### config.mk
export PLATFORM = sky130hd
export DESIGN_NAME = sum_seq_adder
export DESIGN_NICKNAME = d
export VERILOG_FILES = /design/src/rtl/sum_pkg.sv /design/src/rtl/SUM_cla4bit.sv /design/src/rtl/sum_seq_adder.sv
export SDC_FILE = /design/constraint.sdc
export NUM_CORES = 1
export LEC_CHECK = 0
export BUFFER_PORTS_ARGS = -buffer_cell sky130_fd_sc_hd__buf_4
export CAP_MARGIN = 0
export CORE_UTILIZATION = 28
export DETAILED_ROUTE_END_ITERATION = 8
export RECOVER_POWER = 50
export SETUP_SLACK_MARGIN = 0.1
export SLEW_MARGIN = 20
export SYNTH_ARGS = -nofsm -noshare
export SYNTH_HDL_FRONTEND = slang
export SYNTH_HIERARCHICAL = 1
export SYNTH_SLANG_ARGS = --single-unit
### constraint.sdc
create_clock -name i_clk -period 2.3 [get_ports i_clk]
set_clock_uncertainty 0.15 [all_clocks]
set_input_delay 0.23 -clock i_clk [delete_from_list [all_inputs] [get_ports i_clk]]
set_output_delay 0.23 -clock i_clk [all_outputs]
set_load 0.02 [all_outputs]
### src/rtl/sum_pkg.sv
// Shared definitions for the sequential mantissa adder: slice width and FSM state encoding.
package sum_pkg;

    localparam int NIBBLE_W = 4;

    typedef enum logic [1:0] {
        IDLE = 2'd0,
        RUN  = 2'd1,
        DONE = 2'd2
    } sum_seq_state_e;

endpackage

### src/rtl/SUM_cla4bit.sv
// Purpose: 4-bit carry-lookahead adder slice with group propagate/generate.
// Latency: purely combinational.
// Backpressure: none; the caller sequences it.
module SUM_cla4bit (
    input  logic [3:0] i_a,
    input  logic [3:0] i_b,
    input  logic       i_cin,
    output logic [3:0] o_sum,
    output logic       o_cout,
    output logic       o_p,
    output logic       o_g
);

    logic [3:0] p;
    logic [3:0] g;
    logic [4:0] c;

    assign p = i_a ^ i_b;
    assign g = i_a & i_b;

    // Carries flattened from the generate/propagate terms, no ripple chain.
    assign c[0] = i_cin;
    assign c[1] = g[0] | (p[0] & c[0]);
    assign c[2] = g[1] | (p[1] & g[0]) | (p[1] & p[0] & c[0]);
    assign c[3] = g[2] | (p[2] & g[1]) | (p[2] & p[1] & g[0]) | (p[2] & p[1] & p[0] & c[0]);
    assign c[4] = g[3] | (p[3] & g[2]) | (p[3] & p[2] & g[1]) | (p[3] & p[2] & p[1] & g[0])
                | (p[3] & p[2] & p[1] & p[0] & c[0]);

    assign o_sum  = p ^ c[3:0];
    assign o_cout = c[4];
    assign o_p    = &p;
    assign o_g    = g[3] | (p[3] & g[2]) | (p[3] & p[2] & g[1]) | (p[3] & p[2] & p[1] & g[0]);

endmodule

### src/rtl/sum_seq_adder.sv
// Purpose: WIDTH-bit add/sub by time-multiplexing one 4-bit CLA slice LSB-first; SUM_SEQ_OVF_EN adds o_ovf.
// Latency: WIDTH/4 cycles from operand acceptance to o_valid; no overlap between operations.
// Backpressure: o_ready only in IDLE; result held in DONE until i_ready; i_flush aborts at any time.
module sum_seq_adder
    import sum_pkg::*;
#(
    parameter int WIDTH = 24
) (
    input  logic             i_clk,
    input  logic             i_rst_n,
    input  logic             i_valid,
    output logic             o_ready,
    input  logic [WIDTH-1:0] i_a,
    input  logic [WIDTH-1:0] i_b,
    input  logic             i_cin,
    input  logic             i_sub,
    input  logic             i_flush,
    output logic             o_valid,
    input  logic             i_ready,
    output logic [WIDTH-1:0] o_sum,
`ifdef SUM_SEQ_OVF_EN
    output logic             o_ovf,
`endif
    output logic             o_cout
);

    localparam int N  = WIDTH / NIBBLE_W;
    localparam int CW = (N > 1) ? $clog2(N) : 1;
    localparam logic [CW-1:0] LAST = CW'(N - 1);

    if ((WIDTH % NIBBLE_W) != 0 || WIDTH < 8) begin : g_bad_width
        $fatal(1, "sum_seq_adder: WIDTH must be a multiple of 4 and at least 8");
    end

    sum_seq_state_e state_q;
    logic [CW-1:0]    cnt_q;
    logic [WIDTH-1:0] a_q;
    logic [WIDTH-1:0] b_q;
    logic [WIDTH-1:0] res_q;
    logic             carry_q;

    logic [NIBBLE_W-1:0] slice_sum;
    logic                slice_cout;
    logic                slice_p;
    logic                slice_g;
    logic                unused_slice_pg;
    logic [WIDTH-1:0]    res_next;

    SUM_cla4bit u_slice (
        .i_a    (a_q[NIBBLE_W-1:0]),
        .i_b    (b_q[NIBBLE_W-1:0]),
        .i_cin  (carry_q),
        .o_sum  (slice_sum),
        .o_cout (slice_cout),
        .o_p    (slice_p),
        .o_g    (slice_g)
    );

    assign unused_slice_pg = slice_p ^ slice_g;

    // Sum nibbles enter at the top so after N steps the LSB nibble sits at [3:0].
    assign res_next = {slice_sum, res_q[WIDTH-1:NIBBLE_W]};

    assign o_ready = (state_q == IDLE);
    assign o_valid = (state_q == DONE);

    always_ff @(posedge i_clk or negedge i_rst_n) begin
        if (!i_rst_n) begin
            state_q <= IDLE;
            cnt_q   <= '0;
            a_q     <= '0;
            b_q     <= '0;
            res_q   <= '0;
            carry_q <= 1'b0;
            o_sum   <= '0;
            o_cout  <= 1'b0;
`ifdef SUM_SEQ_OVF_EN
            o_ovf   <= 1'b0;
`endif
        end else if (i_flush) begin
            state_q <= IDLE;
            o_sum   <= '0;
            o_cout  <= 1'b0;
`ifdef SUM_SEQ_OVF_EN
            o_ovf   <= 1'b0;
`endif
        end else begin
            case (state_q)
                IDLE: begin
                    if (i_valid) begin
                        a_q     <= i_a;
                        b_q     <= i_sub ? ~i_b : i_b;
                        carry_q <= i_sub | i_cin;
                        cnt_q   <= '0;
                        state_q <= RUN;
                    end
                end
                RUN: begin
                    a_q     <= {{NIBBLE_W{1'b0}}, a_q[WIDTH-1:NIBBLE_W]};
                    b_q     <= {{NIBBLE_W{1'b0}}, b_q[WIDTH-1:NIBBLE_W]};
                    res_q   <= res_next;
                    carry_q <= slice_cout;
                    cnt_q   <= cnt_q + 1'b1;
                    if (cnt_q == LAST) begin
                        o_sum   <= res_next;
                        o_cout  <= slice_cout;
`ifdef SUM_SEQ_OVF_EN
                        // On the final step the slice sees the operand MSB nibbles.
                        o_ovf   <= (a_q[NIBBLE_W-1] == b_q[NIBBLE_W-1]) &
                                   (slice_sum[NIBBLE_W-1] != a_q[NIBBLE_W-1]);
`endif
                        state_q <= DONE;
                    end
                end
                DONE: begin
                    if (i_ready) begin
                        state_q <= IDLE;
                    end
                end
                default: state_q <= IDLE;
            endcase
        end
    end

endmodule
## Word level (Yosys, flattened, before mapping)

Cells that the tools add are included.

- Add/subtract/negate cells: 1
- Reductions and logical operators: 8
- Equality and inequality tests: 7
- Multiplexer cells: 20
- Bitwise gates (word level): 32

Operators by type and width:

| operator | number |
|---|---|
| $mux W24 | 6 |
| $pmux W24 S2 | 2 |
| $not A24 Y24 | 1 |
| $and A1 B1 Y1 | 16 |
| $or A1 B1 Y1 | 11 |
| $mux W2 | 4 |
| $xor A4 B4 Y4 | 2 |
| $ne A3 B2 Y1 const B | 2 |
| $pmux W2 S3 | 1 |
| $pmux W3 S2 | 1 |
| $reduce_and A3 Y1 | 2 |
| $reduce_bool A2 Y1 | 3 |
| $and A4 B4 Y4 | 1 |
| $mux W1 | 4 |
| $reduce_and A2 Y1 | 2 |
| $add A3 B1 Y3 const B | 1 |
| $eq A3 B3 Y1 const B | 1 |
| $mux W3 | 1 |
| $ne A3 B3 Y1 const B | 1 |
| $eq A2 B1 Y1 const B | 1 |
| $eq A2 B2 Y1 const B | 1 |
| $logic_not A2 Y1 | 1 |
| $ne A2 B2 Y1 const B | 1 |
| $pmux W1 S2 | 1 |
| $not A1 Y1 | 1 |

- Flip-flop bits (word level): 103
- Output and inout bits: 27

## Logic depth before layout (Yosys ltp)

Gate-level depths: netlist (run 1).

- Depth after elaboration: 9
- Depth in mapped cells: 7
- Gate-level depth less buffers: 7

## Cells and area by module

Netlist (run 1), hierarchy kept.

By module, submodules not included:

| module | seq. area each (um2) | instances | area each (um2) | cells each |
|---|---|---|---|---|
| sum_seq_adder | 2477.4 | 1 | 4626.9 | 342 |
| SUM_cla4bit | 0.0 | 1 | 195.2 | 23 |

## Least setup slack after synthesis (run 1)

Ideal clock, no wire load.

- Kind: reg2reg
- Start point: register a_q[2]
- End point: register carry_q
- Path slack: 444 ps
- Period minus slack after synthesis: 1856 ps
- Required time: 2025 ps
- Buffers on the path: 0
- Data arrival time: 1582 ps
- Setup time: 125 ps
- Stages on the path, launching flop included: 8
- Cell sequence: dfrtp_1 > ha_1 > a41oi_1 > o21ai_2 > a21o_1 > nand3b_1 > o21ai_0 > mux2_2

- Word-level cells in the longest chain between the ends: 7
- Elaborated cells between the ends (all ways): 14

RTL lines:

| element | line | source |
|---|---|---|
| start: declaration | sum_seq_adder.sv:37 | `logic [WIDTH-1:0] a_q;` |
| start signal: assignment | sum_seq_adder.sv:91 | `a_q <= i_a;` |
| start signal: assignment | sum_seq_adder.sv:99 | `a_q <= {{NIBBLE_W{1'b0}}, a_q[WIDTH-1:NIBBLE_W]};` |
| $and A4 B4 Y4 / $xor A4 B4 Y4 (equally long branches) | SUM_cla4bit.sv:19, SUM_cla4bit.sv:18 |  |
| $and A1 B1 Y1 (on tied branches) | SUM_cla4bit.sv:26, SUM_cla4bit.sv:27 |  |
| $or A1 B1 Y1, or another cell as far along (2 in a row) | n/a |  |
| $or A1 B1 Y1 / $and A1 B1 Y1 (equally long branches) | n/a |  |
| $or A1 B1 Y1 (*) | SUM_cla4bit.sv:27 | `\| (p[3] & p[2] & p[1] & p[0] & c[0]);` |
| net slice_cout | sum_seq_adder.sv:43 | `logic slice_cout;` |
| $pmux W1 S2 (*) | sum_seq_adder.sv:88 | `case (state_q)` |
| end signal: assignment | sum_seq_adder.sv:93 | `carry_q <= i_sub \| i_cin;` |
| end signal: assignment | sum_seq_adder.sv:102 | `carry_q <= slice_cout;` |
| end: declaration | sum_seq_adder.sv:40 | `logic carry_q;` |

The timed path passes the listed nets; every way through them passes the cells marked *.
A chain may end at the register's enable or synchronous reset.

## Worst setup path in the final report (run 1)

- Start point: register a_q[0]
- End point: register carry_q

- Word-level cells in the longest chain between the ends: 5
- Elaborated cells between the ends (all ways): 8

RTL lines:

| element | line |
|---|---|
| $and A4 B4 Y4 / $xor A4 B4 Y4 (equally long branches) | SUM_cla4bit.sv:19, SUM_cla4bit.sv:18 |
| $and A1 B1 Y1 (on tied branches) | n/a |
| $or A1 B1 Y1 / $and A1 B1 Y1 (equally long branches) | n/a |
| $or A1 B1 Y1 (*) | SUM_cla4bit.sv:27 |
| net slice_cout | sum_seq_adder.sv:43 |
| $pmux W1 S2 (*) | sum_seq_adder.sv:88 |

Marks and branches as above.

==> results.toml, run 1 <==
[setup_path]
crit_path_max_fanout = 4
cp_cell_sequence = "ha_1 -> a41oi_1 -> o21ai_2 -> a21o_1 -> nand3b_1 -> o21ai_0 -> mux2_2"
crit_family = "compound AO/OA/AOI/OAI gates"
crit_path_end_kind = "flop"
worstSetupPathType = "reg -> reg"
arrival_ps = 2030
slowest_delay_ps = 420
crit_required_ps = 2380
slowest_stage = "dfrtp_1"
cp-start-kind = "flop"
path_buf_inv = 0

[global_routing]
overflow = 0
grt_max_degree = 38
antenna_found_initial = 0
grt_pass1_wl_um = 16900
grt_use_total_pct = 12.2
grt_pass1_vias = 3269

[layout]
fillers = 1642
finalCoreUtilization_pct = 35.4
antenna_cells = 0
layout-drive-gt1-share_pct = 36.3
instances_no_fill = 669
design_area_mm2 = 0.00590
num-nets-final = 507
area_growth_pct = 23.0

[power_and_ir_drop]
ir_drop_v = 0.000412
leakagePower_nw = 2.71
p_per_area_mw_per_mm2 = 901

[clocking]
cts_tree = "built"
clock-sinks = 99
post_cts_resized = 0
clkTransAtPathRegs_ps = 70
postCtsSetupBuffers = 0
clk_latency_ps = 340
clock_path_buffers = 2
cts_buffers = 9
cts_root_buffer = "clkbuf_16"
htree_levels = 3
ctsHoldBuffers = 5

[detailed_routing]
via_count = 3110
wl_per_cell_um = 15.1
ant_nets = 0
drt_first_iter_violations = 121
viasPerCell = 4.65
drc = 0
dr.pass1.iters = 4
routed_wl_um = 10100

[placement]
port_buffers = 81
placed_cell_area_mm2 = 0.00565
place_congestion = 0.759
dp_hpwl_um = 7300
place_inst = 648

[floorplanning]
die-height_um = 133
die_area_mm2 = 0.0177
die-width_um = 133
start_util_pct = 28.8
ioPinCount = 82
core_region_area_mm2 = 0.0166
rows = 47

[sta]
slew_violations = 0
fin_tns_setup_ps = 0
slew_headroom_pct = 38.2
period_minus_slack_ps = 1950
tightest_slew_ps = 927
max_freq_mhz = 512
finalCritPeriodShare_pct = 85.0
rsz0062_at_grt = "false"
hold_viol_final = 0
setup_viol = 0

[synth]
synth_nets = 425
synth.avg_cell_area_um2 = 13.3
netlist_instances = 362
netlist_area_mm2 = 0.00480
yosysWarnings = 6

[status]
status = "complete, no violations"

[min_path]
hp-class = "in -> reg"

[flow_run]
drv_cap = 0
[tightest hold or removal path, cell delays in order]
cell      delay [ps]
buf_4             80
nand2b_1          90
a21oi_1           70
[power breakdown]
part | switching [mW] | internal, mW
combinational | 0.555 | 0.737
clock | 0.688 | 0.862
sequential | 0.295 | 2.18
[cells in the final DEF, fill, tap and decap left out, types with 3 or more instances in the layout]
cell type       n
o221ai_1       16
a21o_1          3
dlygate4sd3_1   5
mux2_4         22
nand2b_1        3
xor2_1         25
buf_4          65
dfrtp_1        99
ha_1            7
mux2_2         47
inv_1          10
nor2_1         23
nand2_1         4
a21oi_1         4
clkbuf_16       9
o2bb2ai_1      16
clkbuf_1       26
a22o_1         26
mux2i_1         8
[path summary, 6_finish.rpt]
check	start	end	slack [ps]	cells after the start
min reg2reg	b_q[11]$_DFFE_PN0P_	b_q[11]$_DFFE_PN0P_	350	1
min	i_ready	state_q[1]$_DFFE_PN0P_	30	3
min in group asynchronous	i_rst_n	o_sum[3]$_DFFE_PN0P_	420	2
max	a_q[0]$_DFFE_PN0P_	carry_q$_DFFE_PN0P_	350	7
max in group asynchronous	i_rst_n	o_sum[4]$_DFFE_PN0P_	480	3
max reg2reg	a_q[0]$_DFFE_PN0P_	carry_q$_DFFE_PN0P_	350	7
[layer usage]
layer / global-route usage, % / routed length [um] / vias up / part of all wire [%]
met5: 0 / 0 / - / 0
met4: 4.15 / 163 / 0 / 1.6
met3: 2.91 / 559 / 13 / 5.5
met2: 19.2 / 4700 / 85 / 46
met1: 16.4 / 4700 / 1534 / 46
li1: - / - / 1478 / -
[state kept, by name, indices dropped and copies added (netlist names)]
| signal | flops |
|---|---|
| res_q | 20 |
| o_sum | 24 |
| b_q | 24 |
| carry_q | 1 |
| cnt_q | 3 |
| state_q | 2 |
| a_q | 24 |
| o_cout | 1 |
[area by class of cell]
| class | count | area (um2) | share of cell area, % |
|---|---|---|---|
| Clock buffer | 9 | 225 | 3.82 |
| Clock inverter | 7 | 83.8 | 1.42 |
| Inverter | 10 | 37.5 | 0.636 |
| Multi-Input combinational cell | 224 | 2110 | 35.8 |
| Sequential cell | 99 | 2480 | 42.0 |
| Tap cell | 220 | 275 | 4.67 |
| Timing Repair Buffer | 100 | 688 | 11.7 |
[per-stage QoR]
step	worst slack, ps	hold WS [ps]	power, mW
3_5_place_dp	342	81.9	3.82
4_1_cts	328	18.8	5.42
3_3_place_gp	341	76.1	3.77
2_1_floorplan	454	-216	3.42
6_report	346	30.3	5.32
5_1_grt	211	38.7	5.64
Note: power is estimated with default switching activity, not from simulation.
==> run 2, diff against run 1 <==
Settings changed: ABC_AREA set to 1.
Clock period 2.3 ns to 1.75 ns, I/O delays scaled along.
==> run 2 against run 1 <==
Effect of this change: sequential power grew 23%; critical path depth stayed put; the run now ends with hold timing left; design area rose by 6.8%; utilization up 2.7 points; flip-flop and latch count did not move; area after synthesis is 1.5% lower; synthesized cell count up 67%; setup slack lost 200 ps; cell count grew 39%.
==> results.toml, run 2 <==
[setup_path]
path_buf_inv = 2
cp-start-kind = "flop"
slowest_delay_ps = 400
arrival_ps = 1710
crit_path_max_fanout = 6
crit_family = "flip-flops"
worstSetupPathType = "reg -> reg"
crit_path_end_kind = "flop"
slowest_stage = "dfrtp_1"
crit_required_ps = 1860
cp_cell_sequence = "ha_2 -> nand2_2 -> inv_2 -> a21oi_4 -> clkbuf_16 -> nand2_1 -> o21ai_0"
ff2ff_setup_slack_ps = 140

[sta]
slew_headroom_pct = 40.9
hold_viol_final = 1
max_freq_mhz = 622
slew_violations = 0
worst_slack_ps = 143
period_minus_slack_ps = 1610
fin_tns_setup_ps = 0
finalCritPeriodShare_pct = 91.8
setup_viol = 0
tightest_slew_ps = 887
holdWs_ps = -0.0791
rsz0062_at_grt = "true"

[clocking]
cts_root_buffer = "clkbuf_16"
htree_levels = 3
clk_latency_ps = 340
cts_tree = "built"
clock_path_buffers = 2
clock-sinks = 99
clkTransAtPathRegs_ps = 70
cts_buffers = 9

[synth]
yosysWarnings = 6
synth.avg_cell_area_um2 = 7.83
synth_nets = 667
netlist_instances = 604
netlist_area_mm2 = 0.00473

[placement]
place_inst = 892
dp_slack_ps = 126
port_buffers = 81
place_congestion = 0.740
dp_hpwl_um = 7560

[global_routing]
antenna_found_initial = 0
grt_pass1_wl_um = 18300
grt_pass1_vias = 3673
grt_max_degree = 51
overflow = 0
grt_use_total_pct = 13.2

[floorplanning]
die-width_um = 132
ioPinCount = 82
start_util_pct = 28.6
die_area_mm2 = 0.0174
die-height_um = 132
rows = 47
core_region_area_mm2 = 0.0165

[layout]
layout_commonest_cell = "nand2_1"
layout_common_cells = "nand2_1 (279), dfrtp_1 (99), buf_4 (79), o21ai_0 (57), inv_1 (27)"
largestRegisters = "a_q x24, b_q x24, o_sum x24"
antenna_cells = 0
instances_no_fill = 930
layout-drive-gt1-share_pct = 19.2
fillers = 1723
num-nets-final = 771
area_growth_pct = 33.3

[detailed_routing]
drt_first_iter_violations = 222
via_count = 4001
viasPerCell = 4.30
dr.pass1.iters = 4
drc = 0
wl_per_cell_um = 12.7
ant_nets = 0
routed_wl_um = 11800

[power_and_ir_drop]
leakagePower_nw = 3.24
ir_drop_v = 0.000517
p_per_area_mw_per_mm2 = 1050

[min_path]
hp-class = "in -> reg"

[flow_run]
drv_cap = 0

[status]
status = "finished, violations left"
violations = "hold timing"
[run 2: per-layer routing]
layer / part of all wire (%) / up-vias / routed length [um] / global-route usage [%]
met4: 1.3 / 0 / 156 / 6.20
met3: 2.4 / 11 / 284 / 1.35
met1: 50 / 1846 / 5870 / 18.3
met2: 47 / 53 / 5500 / 20.8
li1: - / 2091 / - / -
met5: 0 / - / 0 / 0
[run 2: final timing paths]
path / cells after the start / from / endpoint
min in group asynchronous: 2 / i_rst_n / res_q[4]$_DFFE_PN0P_
setup reg to reg: 7 / cnt_q[0]$_DFFE_PN0P_ / o_sum[20]$_DFFE_PN0P_
setup / recovery: 7 / cnt_q[0]$_DFFE_PN0P_ / o_sum[20]$_DFFE_PN0P_
max in group asynchronous: 3 / i_rst_n / b_q[22]$_DFFE_PN0P_
hold / removal: 5 / i_b[16] / b_q[16]$_DFFE_PN0P_
hold reg to reg: 2 / b_q[16]$_DFFE_PN0P_ / b_q[16]$_DFFE_PN0P_
[run 2: worst min-delay path: cells and delay by family]
family | cells | cell delay [ps]
buffers and inverters | 1 | 80
XOR/XNOR | 1 | 60
AND/OR/NAND/NOR | 3 | 140
[run 2: per-stage QoR]
step | total power, mW | area [um2] | util, %
after global placement | 4.52 | 5710 | 34.5
final | 6.65 | 6300 | 38.1
after floorplan | 4.01 | 4730 | -
after global routing | 7.08 | 6300 | 38.1
after detailed placement | 4.55 | 5710 | 34.5
after CTS | 6.58 | 6190 | 37.4
[run 2: repair_timing]
item	in CTS	in global routing
gates resized for setup	0	14
endpoints found under the setup margin	0	29
buffers inserted	0	2
endpoints found under the hold margin	48	0
hold buffers	19	0
[run 2: area by class of cell]
class	instances	area, um2	area share, %
clock buffers	11	253	4.01
clock inverters	2	37.5	0.596
inverters	33	124	1.97
multi-input cells	440	2050	32.6
flip-flops and latches	99	2480	39.3
well taps	220	275	4.37
repair buffers	125	1080	17.1
[run 2: where the power goes]
part / internal [mW] / switching [mW] / total, mW
Sequential: 2.77 / 0.275 / 3.05
Clock: 1.16 / 0.826 / 1.99
Combinational: 0.719 / 0.890 / 1.61
Total: 4.66 / 1.99 / 6.65
